$ cat config.mk
export PLATFORM = sky130hd
export DESIGN_NAME = sb_cfg_loader_flat
export DESIGN_NICKNAME = d
export VERILOG_FILES = /design/src/rtl/sb_cfg_loader_if.sv /design/src/rtl/sb_cfg_loader.sv /design/src/flat_wrapper.sv
export SDC_FILE = /design/constraint.sdc
export NUM_CORES = 1
export LEC_CHECK = 0
export BUFFER_PORTS_ARGS = -buffer_cell sky130_fd_sc_hd__buf_4
export CAP_MARGIN = 40
export CORE_MARGIN = 2
export CORE_UTILIZATION = 52
export DETAILED_ROUTE_END_ITERATION = 7
export HOLD_SLACK_MARGIN = 0.12
export PLACE_DENSITY = 0.86
export RECOVER_POWER = 100
export SLEW_MARGIN = 25
export SYNTH_ARGS = -nofsm -noshare
export SYNTH_HDL_FRONTEND = slang
export SYNTH_SLANG_ARGS = --single-unit
$ cat constraint.sdc
create_clock -name clk -period 1.9 [get_ports clk]
set_input_delay 0.285 -clock clk [delete_from_list [all_inputs] [get_ports clk]]
set_output_delay 0.285 -clock clk [all_outputs]
set_load 0.02 [all_outputs]
$ cat src/rtl/sb_cfg_loader_if.sv
`default_nettype none
// ============================================================================
// Module      : sb_cfg_loader_if
// Description : Host configuration-word stream (valid/ready) feeding the
//               switch-box scan-chain loader.
// Revision    : 1.0 - initial release
// ============================================================================
interface sb_cfg_loader_if #(
    parameter int WORD_W = 32
);
    logic [WORD_W-1:0] word_data;
    logic              word_valid;
    logic              word_ready;

    // Host side: offers words
    modport master (
        output word_data,
        output word_valid,
        input  word_ready
    );

    // Loader side: accepts words
    modport slave (
        input  word_data,
        input  word_valid,
        output word_ready
    );
endinterface
`default_nettype wire

$ cat src/rtl/sb_cfg_loader.sv
`default_nettype none
// ============================================================================
// Module      : sb_cfg_loader
// Description : Serialises host configuration words MSB-first into the
//               switch-box scan chain, with an optional recirculating
//               readback pass that compares the number of 1 bits.
// Revision    : 1.0 - initial release
// ============================================================================
module sb_cfg_loader #(
    parameter int WORD_W    = 32,
    parameter int CHAIN_LEN = 256
) (
    input  wire logic           clk,
    input  wire logic           nrst,
    input  wire logic           i_start,
    input  wire logic           i_verify_en,
    input  wire logic           i_abort,
    sb_cfg_loader_if.slave      host,
    output logic                o_cfg_en,
    output logic                o_cfg_step,
    output logic                o_cfg_data,
    input  wire logic           i_cfg_return,
    output logic                o_busy,
    output logic                o_done,
    output logic                o_error
);
    localparam int CNT_W = $clog2(CHAIN_LEN + 1);
    localparam int WC_W  = $clog2(WORD_W + 1);

    typedef enum logic [2:0] {
        S_IDLE      = 3'd0,
        S_WAIT_WORD = 3'd1,
        S_SHIFT     = 3'd2,
        S_VERIFY    = 3'd3,
        S_FIN       = 3'd4
    } state_t;

    state_t             r_state;
    state_t             w_state_nxt;
    logic [WORD_W-1:0]  r_shreg;
    logic [CNT_W-1:0]   r_bit_cnt;
    logic [CNT_W-1:0]   r_vcnt;
    logic [CNT_W-1:0]   r_ones_in;
    logic [CNT_W-1:0]   r_ones_ret;
    logic [WC_W-1:0]    r_wcnt;
    logic               r_verify;
    logic               r_error;
    logic [CNT_W-1:0]   w_remain;
    logic [WC_W-1:0]    w_wcnt_load;
    logic               w_abort;
    logic [CNT_W-1:0]   w_ones_ret_final;

    // Bits of the chain still to be written; the last word may be partial.
    assign w_remain    = CNT_W'(CHAIN_LEN) - r_bit_cnt;
    assign w_wcnt_load = (32'(w_remain) < 32'(WORD_W)) ? WC_W'(w_remain) : WC_W'(WORD_W);
    assign w_abort     = i_abort && (r_state != S_IDLE);
    // Readback count including the bit returning in the current cycle.
    assign w_ones_ret_final = r_ones_ret + CNT_W'(i_cfg_return);

    assign o_busy  = (r_state != S_IDLE);
    assign o_error = r_error;

    // State register; async reset so cfg_en drops the instant nrst asserts.
    always_ff @(posedge clk or negedge nrst) begin
        if (!nrst) begin
            r_state <= S_IDLE;
        end else begin
            r_state <= w_state_nxt;
        end
    end

    // Next-state and chain/host strobes decoded from the current state.
    always_comb begin
        w_state_nxt     = r_state;
        o_cfg_en        = 1'b0;
        o_cfg_step      = 1'b0;
        o_cfg_data      = 1'b0;
        o_done          = 1'b0;
        host.word_ready = 1'b0;
        case (r_state)
            S_IDLE: begin
                if (i_start) begin
                    w_state_nxt = S_WAIT_WORD;
                end
            end
            S_WAIT_WORD: begin
                o_cfg_en        = 1'b1;
                host.word_ready = 1'b1;
                if (host.word_valid) begin
                    w_state_nxt = S_SHIFT;
                end
            end
            S_SHIFT: begin
                o_cfg_en   = 1'b1;
                o_cfg_step = 1'b1;
                o_cfg_data = r_shreg[WORD_W-1];
                if (r_wcnt == WC_W'(1)) begin
                    if (r_bit_cnt == CNT_W'(CHAIN_LEN - 1)) begin
                        w_state_nxt = r_verify ? S_VERIFY : S_FIN;
                    end else begin
                        w_state_nxt = S_WAIT_WORD;
                    end
                end
            end
            S_VERIFY: begin
                // Recirculate: whatever leaves the chain goes straight back in.
                o_cfg_en   = 1'b1;
                o_cfg_step = 1'b1;
                o_cfg_data = i_cfg_return;
                if (r_vcnt == CNT_W'(CHAIN_LEN - 1)) begin
                    w_state_nxt = S_FIN;
                end
            end
            S_FIN: begin
                o_done      = 1'b1;
                w_state_nxt = S_IDLE;
            end
            default: begin
                w_state_nxt = S_IDLE;
            end
        endcase
        if (w_abort) begin
            w_state_nxt = S_IDLE;
        end
    end

    // Datapath: word capture, serialisation, bit/ones counting, error flag.
    always_ff @(posedge clk or negedge nrst) begin
        if (!nrst) begin
            r_shreg    <= '0;
            r_bit_cnt  <= '0;
            r_vcnt     <= '0;
            r_ones_in  <= '0;
            r_ones_ret <= '0;
            r_wcnt     <= '0;
            r_verify   <= 1'b0;
            r_error    <= 1'b0;
        end else begin
            case (r_state)
                S_IDLE: begin
                    if (i_start) begin
                        r_bit_cnt  <= '0;
                        r_vcnt     <= '0;
                        r_ones_in  <= '0;
                        r_ones_ret <= '0;
                        r_error    <= 1'b0;
                        r_verify   <= i_verify_en;
                    end
                end
                S_WAIT_WORD: begin
                    if (host.word_valid) begin
                        r_shreg <= host.word_data;
                        r_wcnt  <= w_wcnt_load;
                    end
                end
                S_SHIFT: begin
                    r_shreg   <= r_shreg << 1;
                    r_bit_cnt <= r_bit_cnt + CNT_W'(1);
                    r_wcnt    <= r_wcnt - WC_W'(1);
                    r_ones_in <= r_ones_in + CNT_W'(r_shreg[WORD_W-1]);
                end
                S_VERIFY: begin
                    r_vcnt     <= r_vcnt + CNT_W'(1);
                    r_ones_ret <= w_ones_ret_final;
                    // Judged on the edge into FIN so error is valid alongside done.
                    if ((r_vcnt == CNT_W'(CHAIN_LEN - 1)) && (w_ones_ret_final != r_ones_in)) begin
                        r_error <= 1'b1;
                    end
                end
                default: begin
                end
            endcase
            if (w_abort) begin
                r_error <= 1'b1;
            end
        end
    end
endmodule
`default_nettype wire
$ cat src/flat_wrapper.sv
// flat-port wrapper written by rule: the top's interface ports become plain ports
module sb_cfg_loader_flat 
#(
    parameter int WORD_W    = 32,
    parameter int CHAIN_LEN = 256
)
  (clk, nrst, i_start, i_verify_en, i_abort, o_cfg_en, o_cfg_step, o_cfg_data, i_cfg_return, o_busy, o_done, o_error, host_word_data, host_word_valid, host_word_ready);
  sb_cfg_loader_if #(.WORD_W(WORD_W)) host_i ();
  input  wire logic clk;
  input  wire logic nrst;
  input  wire logic i_start;
  input  wire logic i_verify_en;
  input  wire logic i_abort;
  output logic o_cfg_en;
  output logic o_cfg_step;
  output logic o_cfg_data;
  input  wire logic i_cfg_return;
  output logic o_busy;
  output logic o_done;
  output logic o_error;
  input wire logic [$bits(host_i.word_data)-1:0] host_word_data;
  input wire logic [$bits(host_i.word_valid)-1:0] host_word_valid;
  output wire logic [$bits(host_i.word_ready)-1:0] host_word_ready;
  assign host_i.word_data = host_word_data;
  assign host_i.word_valid = host_word_valid;
  assign host_word_ready = host_i.word_ready;
  sb_cfg_loader #(.WORD_W(WORD_W), .CHAIN_LEN(CHAIN_LEN)) u_core (.clk(clk), .nrst(nrst), .i_start(i_start), .i_verify_en(i_verify_en), .i_abort(i_abort), .host(host_i), .o_cfg_en(o_cfg_en), .o_cfg_step(o_cfg_step), .o_cfg_data(o_cfg_data), .i_cfg_return(i_cfg_return), .o_busy(o_busy), .o_done(o_done), .o_error(o_error));
endmodule
Word-level counts from Yosys, hierarchy flattened
Cells that the tools add are included.
{"block": "totals", "mem_bits_rw": 0, "memories": 0, "reg_bits": 79, "romBits": 0, "latchBits": 0}
{"block": "op_classes", "n_div": 0, "n_shift": 0, "bitwise": 0, "addsub": 6, "n_mux": 27, "n_reduce_logical": 16, "n_lt_le_gt_ge": 1, "n_mul": 0, "eq_ne": 15}
{"cell": "$pmux W9 S2", "count": 4}
{"cell": "$pmux W32 S2", "count": 1}
{"cell": "$mux W32", "count": 1}
{"cell": "$mux W3", "count": 7}
{"cell": "$add A9 B1 Y9", "count": 2}
{"cell": "$add A9 B1 Y9 const B", "count": 2}
{"cell": "$eq A9 B8 Y1 const B", "count": 2}
{"cell": "$mux W6", "count": 2}
{"cell": "$pmux W3 S4", "count": 1}
{"cell": "$pmux W6 S2", "count": 1}
{"cell": "$lt A9 B6 Y1 const B", "count": 1}
{"cell": "$mux W9", "count": 1}
{"cell": "$ne A3 B1 Y1 const B", "count": 3}
{"cell": "$ne A9 B9 Y1", "count": 1}
{"cell": "$sub A9 B9 Y9 const A", "count": 1}
{"cell": "$reduce_and A2 Y1", "count": 4}
{"cell": "$mux W1", "count": 7}
{"cell": "$eq A3 B2 Y1 const B", "count": 2}
{"cell": "$eq A6 B1 Y1 const B", "count": 1}
{"cell": "$ne A3 B2 Y1 const B", "count": 2}
{"cell": "$reduce_bool A2 Y1", "count": 3}
{"cell": "$reduce_bool A3 Y1", "count": 2}
{"cell": "$sub A6 B1 Y6 const B", "count": 1}
{"cell": "$ne A2 B2 Y1 const B", "count": 2}
{"cell": "9 further kinds", "count": 11}

Depth between registers and ports, before layout
Gate-level depths: netlist of the first run.
{"block": "depth", "word_depth": 6, "depth_mapped": 9, "depth_no_buf": 9}

Worst setup path after synthesis of the first run
OpenSTA, ideal clock, no wires.
{"block": "synth_timing", "path_kind": "register to register", "startpoint": "reg u_core.r_bit_cnt[0]", "endpoint": "reg u_core.r_wcnt[4]", "synth_period_minus_slack_ps": 2148, "setup_slack_ps": -248, "n_path_buf": 0, "stages_incl_launch_ff": 8, "t_arrival_ps": 2055, "required_ps": 1806, "setup_ps": 94, "cell_sequence": "dfrtp_1 inv_1 ha_1 or3b_2 or4_4 o211ai_2 nand2_2 a221oi_2"}
{"block": "synth_via", "elab_chain_cells": 5}
{"element": "start, declared", "line_no": "sb_cfg_loader.sv:41", "text": "logic [CNT_W-1:0] r_bit_cnt;"}
{"element": "start signal, assigned", "line_no": "sb_cfg_loader.sv:158", "text": "r_bit_cnt <= r_bit_cnt + CNT_W'(1);"}
{"element": "$sub A9 B9 Y9 *", "line_no": "sb_cfg_loader.sv:54", "text": "assign w_remain = CNT_W'(CHAIN_LEN) - r_bit_cnt;"}
{"element": "$lt A9 B6 Y1", "line_no": "sb_cfg_loader.sv:55", "text": "assign w_wcnt_load = (32'(w_remain) < 32'(WORD_W)) ? WC_W'(w_remain) : WC_W'(WORD_W);"}
{"element": "$mux W6 *", "line_no": "sb_cfg_loader.sv:55"}
{"element": "$mux W6 *", "line_no": "sb_cfg_loader.sv:151", "text": "if (host.word_valid) begin"}
{"element": "$pmux W6 S2 *", "line_no": "sb_cfg_loader.sv:139", "text": "case (r_state)"}
{"element": "end signal, assigned", "line_no": "sb_cfg_loader.sv:153", "text": "r_wcnt <= w_wcnt_load;"}
{"element": "end signal, assigned", "line_no": "sb_cfg_loader.sv:159", "text": "r_wcnt <= r_wcnt - WC_W'(1);"}
{"element": "end, declared", "line_no": "sb_cfg_loader.sv:45", "text": "logic [WC_W-1:0] r_wcnt;"}
Mark *: on every way between the ends. The rest lies on a longest branch, timed or not. The select of a mux whose other input is x is not followed.
A chain may end at the register's enable or synchronous reset.

Final worst setup path of the first run
Ends and elaborated chain as after synthesis.

==> results.json, run 1 <==
{
  "initial_core_util_pct": 53.2,
  "finalCriticalPeriod_ns": 2.02,
  "final_cell_mix": "buf_4, dfrtp_1, nand2_1",
  "fin_nets": 604,
  "crit_path_end_kind": "flip-flop",
  "synthTopCellsByArea": "dfrtp_1, mux2i_1, o21ai_0",
  "seq_area_frac_synth_pct": 45.4,
  "register_area_sq_um": 1980,
  "grt-ovfl-total": 0,
  "grt_pass1_wl_microns": 17200,
  "finalSetupViolCount": 9,
  "finClkSkew_ns": 0.0121,
  "wire_per_inst_microns": 16.1,
  "rsz0062_at_grt": "true",
  "critPathRequiredTime_ns": 2.16,
  "syn2layout_area_growth_pct": 25.8,
  "power_density_nw_per_um2": 1180,
  "die_h_microns": 95.5,
  "violations": "setup timing",
  "insertion_delay_ns": 0.36,
  "cts_tree": "done",
  "first_iter_violations": 261,
  "postSynth.asyncResetShare_pct": 100,
  "root_buffer": "clkbuf_8",
  "drtPass1Iterations": 5,
  "cp_data_arrival_time_ns": 2.28,
  "top_layer": "met4",
  "worst_setup_path_start_kind": "flip-flop",
  "timing.final.crit_share_pct": 106,
  "wirelength_microns": 10700,
  "viasPerCell": 5.83,
  "postLayoutCoreUtil_pct": 67.0,
  "dp_worst_setup_slack_ns": -0.126,
  "drc": 0,
  "yosys.cell_types.count": 53,
  "core_sq_um": 8180,
  "holdWs_ns": 0.150,
  "synth_seq_cells": 79,
  "antenna_found_initial": 0,
  "multi_input_area_sq_um": 2350,
  "dr_wl_met3_microns": 636,
  "grt_pass1_vias": 3804,
  "synth_edf_count": 0,
  "synth_area_sq_um": 4350,
  "grtUsageTotal_pct": 23.9,
  "grt_max_degree": 50,
  "htree_num_levels": 3,
  "drv_cap": 0,
  "path_class": "flip-flop to flip-flop",
  "synth_flop_cell": "dfrtp_1",
  "clockBufferDepth": 2,
  "leakagePower_nw": 2.33,
  "timing.fmax_mhz": 495,
  "path_max_fanout": 5,
  "avgSynthCellArea_sq_um": 9.01,
  "hold_viol_final": 0,
  "relSlewSlack_pct": 18.7,
  "status": "finished with violations",
  "portBuffers": 45,
  "yosys_warnings": 0,
  "fillerInstances": 610,
  "die_w_microns": 95.5,
  "place.gp.congestion": 0.874,
  "met1Wirelength_microns": 4470,
  "die_area_sq_um": 9120,
  "yosys.area.top_type_share_pct": 45.4,
  "tightest_slew_ns": 1.22,
  "vdd_drop_max_mv": 0.772,
  "antennaDiodeCount": 0,
  "hold_path_class": "primary input to flip-flop",
  "syn-num-nets": 533,
  "dr_wl_met2_microns": 5450,
  "boundaryPins": 46,
  "setup_slack_ns": -0.118,
  "drive_above_1_share_pct": 24.7,
  "drtAntennaViolNets": 0,
  "vias": 3871,
  "synth_cells": 483,
  "final_max_slew_viol_count": 0,
  "clkSlewWorstSetupHoldPaths_ns": 0.08,
  "yosysTopAreaCell": "dfrtp_1",
  "rows": 33,
  "dp.final_hpwl_microns": 7240,
  "cts_made_buffers": 9,
  "cts_sinks": 79
}
## state kept, by name, summed over array words and instances (netlist names)
signal / flops
u_core.r_shreg: 32
u_core.r_bit_cnt: 9
u_core.r_ones_in: 9
u_core.r_ones_ret: 9
u_core.r_vcnt: 9
u_core.r_wcnt: 6
u_core.r_state: 3
u_core.o_error: 1
u_core.r_verify: 1
## layer usage
metal	vias up	track usage, %
met4	0	8.45
met1	1881	29.8
met5	-	0
li1	1842	-
met3	14	5.14
met2	134	41.0
## worst max-delay path: stages, from the launching register on
cell and delay (ns):
dfrtp_1 0.43, or4_4 0.50, or4_4 0.54, o211ai_4 0.13, nand2_2 0.08, a221oi_2 0.24
## stage by stage
step / total power, mW / area, sq um / TNS, ns / instances
3_5_place_dp: 4.92 / 5060 / -0.483 / 638
6_report: 6.47 / 5470 / -0.535 / 664
2_1_floorplan: 4.02 / 4370 / -0.184 / 483
5_1_grt: 6.89 / 5470 / -2.56 / 664
4_1_cts: 6.38 / 5360 / -0.309 / 657
3_3_place_gp: 4.76 / 5060 / -0.169 / 638
## synthesized netlist by cell type (5+ instances only)
master    instances
nand4_1           6
ha_1             11
xnor2_1          11
clkbuf_1         27
dfrtp_1          79
mux2i_1          37
o21ai_0          68
nor3_1            6
a31oi_1           7
inv_1            11
o31ai_1           5
nand2_1          79
nor2_1           27
buf_2             6
a21oi_1          12
and3_1            5
nand3_1          28
## worst paths after layout
path	depth (start not counted)	start	endpoint	slack [ns]
setup / recovery	5	u_core.r_bit_cnt[0]	u_core.r_wcnt[4]	-0.12
hold / removal	3	host_word_data[0]	u_core.r_shreg[0]	0.15
setup reg to reg	5	u_core.r_bit_cnt[0]	u_core.r_wcnt[4]	-0.12
hold reg to reg	2	u_core.r_shreg[23]	u_core.r_shreg[24]	0.48
max in group asynchronous	3	nrst	u_core.r_shreg[18]	0.25
min in group asynchronous	2	nrst	u_core.r_vcnt[3]	0.68
## cell type report
class	instances	area share, %
tap	105	2.40
inverter	11	0.754
multi-input combinational	358	43.0
clock inverter	7	1.76
clock buffer	9	2.26
sequential	79	36.1
timing repair buffer	95	13.7
## kinds of logic (layout without fill, tap and decap cells)
group	count (synthesis)	after routing	synth area share, %
XOR/XNOR	14	14	2.82
AO/OA/AOI/OAI	110	110	14.8
buffers and inverters	46	122	4.51
adder cells (fa/ha/maj)	11	11	3.16
flip-flops	79	79	45.4
multiplexers	39	39	9.03
AND/OR/NAND/NOR	184	184	20.3
## timing repair
item / CTS / global route
buffers inserted: 2 / 6
hold buffers: 1 / 0
gates resized for setup: 15 / 22
endpoints found under the hold margin: 46 / 0
gates cloned: 0 / 1
setup endpoints to repair: 11 / 19
pin swaps: 3 / 6
## power breakdown
| part | leakage (nW) | switching, mW | internal (mW) |
|---|---|---|---|
| Combinational | 1.20 | 1.32 | 1.16 |
| Clock | 0.114 | 0.650 | 0.744 |
| Sequential | 1.02 | 0.401 | 2.20 |
Power figures use the tool's default switching activity.
==> run 2, diff against run 1 <==
- CORE_UTILIZATION: 52 -> 50
- PLACE_DENSITY: 0.86 -> 0.83
- SETUP_SLACK_MARGIN: unset -> 0.15
==> results.json, run 2 (same netlist as run 1, synthesis figures left out) <==
{
  "finClkSkew_ns": 0.0108,
  "cts_made_buffers": 9,
  "hold_viol_final": 0,
  "drv_cap": 0,
  "vdd_drop_max_mv": 0.601,
  "root_buffer": "clkbuf_8",
  "power_density_nw_per_um2": 1150,
  "relSlewSlack_pct": 29.6,
  "layout_commonest_cell": "dfrtp_1",
  "boundaryPins": 46,
  "postLayoutCoreUtil_pct": 65.9,
  "clkSlewWorstSetupHoldPaths_ns": 0.08,
  "largest_register": "u_core.r_shreg",
  "leakagePower_nw": 2.42,
  "pwr-share-comb_pct": 41.1,
  "cts_sinks": 79,
  "cts_tree": "done",
  "htree_num_levels": 3,
  "rsz0062_at_grt": "true",
  "wire_per_inst_microns": 16.1,
  "die_h_microns": 97.3,
  "die_area_sq_um": 9470,
  "insertion_delay_ns": 0.35,
  "portBuffers": 45,
  "power_frac_seq_pct": 40.1,
  "final_max_slew_viol_count": 0,
  "reg2reg_depth": 5,
  "grt-ovfl-total": 0,
  "crit_path_end_kind": "flip-flop",
  "antenna_found_initial": 0,
  "fin_nets": 611,
  "placed_cells": 636,
  "p_total_mw": 6.51,
  "drive_above_1_share_pct": 28.3,
  "layoutNonFillerInstCount": 674,
  "hold_path_class": "primary input to flip-flop",
  "rows": 34,
  "wirelength_microns": 10800,
  "worstHoldPathCells": 2,
  "syn2layout_area_growth_pct": 30.2,
  "antennaDiodeCount": 0,
  "finalCriticalPeriod_ns": 2.06,
  "intPower_mw": 4.14,
  "largest_reg_flops": 32,
  "clockBufferDepth": 2,
  "final_cell_mix": "dfrtp_1, nand2_1, buf_4",
  "timing.fmax_mhz": 486,
  "dp_worst_setup_slack_ns": -0.177,
  "path_class": "flip-flop to flip-flop",
  "worst_setup_path_start_kind": "flip-flop",
  "timing.final.crit_share_pct": 108,
  "setup_slack_ns": -0.157,
  "critPathRequiredTime_ns": 2.15,
  "tightest_slew_ns": 1.06,
  "drtPass1Iterations": 5,
  "vias": 3880,
  "viasPerCell": 5.76,
  "finalSetupViolCount": 6,
  "cp_data_arrival_time_ns": 2.31,
  "placed_cell_area_sq_um": 5010,
  "fillerInstances": 659,
  "status": "finished with violations",
  "first_iter_violations": 279,
  "grt_pass1_wl_microns": 17400,
  "p_sw_mw": 2.37,
  "grt_max_degree": 65,
  "core_sq_um": 8590,
  "initial_core_util_pct": 50.7,
  "drtAntennaViolNets": 0,
  "violations": "setup timing",
  "switching_share_pct": 36.5,
  "fin_area_sq_um": 5670,
  "path_max_fanout": 5,
  "grtUsageTotal_pct": 22.4,
  "die_w_microns": 97.3,
  "drc": 0,
  "place.gp.congestion": 0.922,
  "grt_pass1_vias": 3812,
  "clkPwrFrac_pct": 18.9,
  "dp.final_hpwl_microns": 7000
}
## run 2: cell types whose count changed in the layout (fill, tap and decap cells not counted), sizes merged, moves of 2 or more
cell and change:
clkinvlp +2, clkbuf +2, clkinv -2, buf +5
## run 2: metal layers
layer / routed length (microns) / track usage (%) / vias to the layer above
met3: 621 / 5.32 / 12
met4: 148 / 7.48 / 0
met5: 0 / 0 / -
li1: - / - / 1856
met1: 4610 / 28.8 / 1877
met2: 5450 / 37.4 / 135
## run 2: worst max-delay path: stages (launching register included)
cell and delay, ns:
dfrtp_1 0.41, or4_4 0.56, or4_4 0.54, o211ai_4 0.13, nand2_2 0.09, a221oi_2 0.24
## run 2: area by class of cell
type	instances	area (sq um)	area share [%]
Clock buffer	11	131	2.32
Clock inverter	5	58.8	1.04
Inverter	11	41.3	0.729
Multi-Input combinational cell	358	2450	43.2
Sequential cell	79	1980	34.9
Tap cell	108	135	2.39
Timing Repair Buffer	102	873	15.4
## run 2: worst paths after layout
path	slack (ns)	end	start
max in group asynchronous	0.23	u_core.r_shreg[15]	nrst
min reg2reg	0.49	u_core.r_shreg[18]	u_core.r_shreg[17]
max reg2reg	-0.16	u_core.r_wcnt[4]	u_core.r_bit_cnt[1]
min	0.14	u_core.r_state[1]	i_abort
min in group asynchronous	0.65	u_core.r_vcnt[6]	nrst
max	-0.16	u_core.r_wcnt[4]	u_core.r_bit_cnt[1]
## run 2: metrics by stage
step	TNS [ns]	hold slack, ns
detailed placement	-0.644	0.310
floorplan	-0.183	-0.0106
finish	-0.664	0.142
CTS	-0.497	0.129
global placement	-0.192	0.306
global route	-1.85	0.122
## run 2: power groups by stage
| stage | registers [mW] | clock network [mW] | logic (mW) |
|---|---|---|---|
| 5_1_grt | 2.68 | 1.31 | 2.96 |
| 2_1_floorplan | 2.49 | 0 | 1.57 |
| 4_1_cts | 2.59 | 1.24 | 2.48 |
| 3_3_place_gp | 2.58 | 0 | 2.13 |
| 3_5_place_dp | 2.62 | 0 | 2.24 |
| 6_report | 2.61 | 1.23 | 2.67 |
## run 2: what timing repair did
action | CTS | global route
buffers inserted | 8 | 10
pin swaps | 9 | 23
hold buffers | 1 | 0
setup endpoints to repair | 28 | 60
gates cloned | 2 | 1
gates resized for setup | 24 | 51
hold endpoints to repair | 40 | 0
==> run 3, diff against run 2 <==
- CELL_PAD_IN_SITES_DETAIL_PLACEMENT: unset -> 2
- CELL_PAD_IN_SITES_GLOBAL_PLACEMENT: unset -> 2
- CORE_UTILIZATION: 50 -> 33
- CTS_CLUSTER_DIAMETER: unset -> 30
- PLACE_DENSITY: 0.83 -> 0.87
==> results.json, run 3 (same netlist as run 1, synthesis figures left out) <==
{
  "cts_sinks": 79,
  "dp.final_hpwl_microns": 9700,
  "fin_nets": 642,
  "rows": 41,
  "timing.final.crit_share_pct": 110,
  "clockBufferDepth": 2,
  "drc": 0,
  "vias": 4253,
  "layoutNonFillerInstCount": 768,
  "initial_core_util_pct": 34.1,
  "layout_commonest_cell": "buf_4",
  "largest_register": "u_core.r_shreg",
  "syn2layout_area_growth_pct": 45.0,
  "r2r_end": "u_core.r_wcnt[5]",
  "first_iter_violations": 154,
  "power_density_nw_per_um2": 1270,
  "tightest_slew_ns": 0.997,
  "worstHoldPathCells": 2,
  "relSlewSlack_pct": 33.5,
  "drtPass1Iterations": 4,
  "setup_slack_ns": -0.184,
  "fin_area_sq_um": 6310,
  "largest_reg_flops": 32,
  "drive_above_1_share_pct": 37.8,
  "final_max_slew_viol_count": 0,
  "cp_data_arrival_time_ns": 2.32,
  "cts_tree": "done",
  "path_class": "flip-flop to flip-flop",
  "finClkSkew_ns": 0.0106,
  "vdd_drop_max_mv": 0.703,
  "portBuffers": 45,
  "intPower_mw": 4.92,
  "wire_per_inst_microns": 24.7,
  "viasPerCell": 5.54,
  "placed_cells": 708,
  "pwr-share-comb_pct": 43.7,
  "violations": "setup timing",
  "die_area_sq_um": 14100,
  "switching_share_pct": 38.7,
  "power_frac_seq_pct": 33.9,
  "grt_max_degree": 53,
  "setup-tns-final_ns": -3.91,
  "grt_pass1_vias": 4537,
  "r2r_start": "u_core.r_bit_cnt[0]",
  "wirelength_microns": 19000,
  "register_area_sq_um": 1980,
  "die_h_microns": 119,
  "clkPwrFrac_pct": 22.4,
  "placed_cell_area_sq_um": 5190,
  "fillerInstances": 1309,
  "insertion_delay_ns": 0.36,
  "finalCriticalPeriod_ns": 2.08,
  "rsz0062_at_grt": "true",
  "worst_setup_path_start_kind": "flip-flop",
  "whs_endpoint": "u_core.r_state[2]",
  "reg2reg_depth": 6,
  "leakagePower_nw": 2.68,
  "antenna_found_initial": 0,
  "clkSlewWorstSetupHoldPaths_ns": 0.07,
  "finalSetupViolCount": 54,
  "place.gp.congestion": 0.804,
  "die_w_microns": 119,
  "cts_made_buffers": 9,
  "hold_path_class": "primary input to flip-flop",
  "p_sw_mw": 3.10,
  "p_total_mw": 8.03,
  "status": "finished with violations",
  "rrSetupSlack_ns": -0.18,
  "boundaryPins": 46,
  "crit_path_end_kind": "flip-flop",
  "timing.fmax_mhz": 480,
  "htree_num_levels": 3,
  "min-delay-start": "i_abort",
  "drv_cap": 0,
  "antennaDiodeCount": 0,
  "hold_viol_final": 0,
  "grtUsageTotal_pct": 20.7,
  "critPathRequiredTime_ns": 2.13,
  "multi_input_area_sq_um": 2610,
  "grt-ovfl-total": 0,
  "core_sq_um": 12800,
  "drtAntennaViolNets": 0,
  "grt_pass1_wl_microns": 23300,
  "root_buffer": "clkbuf_16",
  "path_max_fanout": 4,
  "final_cell_mix": "buf_4, dfrtp_1, nand2_1"
}
## run 3: critical path: stages (launching register included)
cell and delay (ns):
dfrtp_1 0.42, or4_4 0.54, or4_4 0.54, o211ai_4 0.13
buf_4 0.17, buf_6 0.08, a21oi_1 0.08
## run 3: final cells by class
cell class	count	area share, %
well taps	172	3.41
flip-flops and latches	79	31.4
inverters	11	0.654
multi-input cells	358	41.3
clock inverters	3	0.694
repair buffers	133	18.7
clock buffers	12	3.90
## run 3: timing repair
item | 4_1_cts | 5_1_grt
pin swaps | 12 | 37
cloned | 0 | 5
setup buffers | 9 | 30
endpoints found under the setup margin | 38 | 56
hold buffers | 1 | 0
endpoints found under the hold margin | 34 | 0
resized for setup | 39 | 131
## run 3: worst max-delay path by stage
stage | start | to | depth (start not counted)
2_1_floorplan | u_core.r_bit_cnt[0] | u_core.r_wcnt[4] | 7
3_3_place_gp | u_core.r_bit_cnt[1] | u_core.r_wcnt[3] | 5
3_5_place_dp | u_core.r_bit_cnt[1] | u_core.r_wcnt[0] | 5
4_1_cts | u_core.r_bit_cnt[0] | u_core.r_wcnt[4] | 5
5_1_grt | u_core.r_bit_cnt[0] | u_core.r_wcnt[5] | 9
6_report | u_core.r_bit_cnt[0] | u_core.r_wcnt[5] | 6
## run 3: metal layers
metal  track usage (%)  part of all wire, %  up-vias
li1                  -                    -     1922
met1              23.5                   39     2173
met2              37.7                   53      109
met3              5.89                  4.1       49
met4              5.43                  3.5        0
met5                 0                    0        -
## run 3: power groups by stage
stage          clock network [mW]  registers, mW  logic [mW]
4_1_cts                      1.81           2.63        2.67
3_3_place_gp                    0           2.58        2.30
5_1_grt                      1.88           2.76        3.78
2_1_floorplan                   0           2.49        1.57
6_report                     1.80           2.72        3.51
3_5_place_dp                    0           2.64        2.47
## run 3: through the flow
stage          utilization [%]  hold WS, ns  worst slack (ns)
3_3_place_gp              40.6        0.296           -0.0709
4_1_cts                   44.6        0.142            -0.151
2_1_floorplan                -      -0.0106           -0.0723
6_report                  49.4        0.146            -0.184
3_5_place_dp              40.6        0.307            -0.150
5_1_grt                   49.4        0.151            -0.297
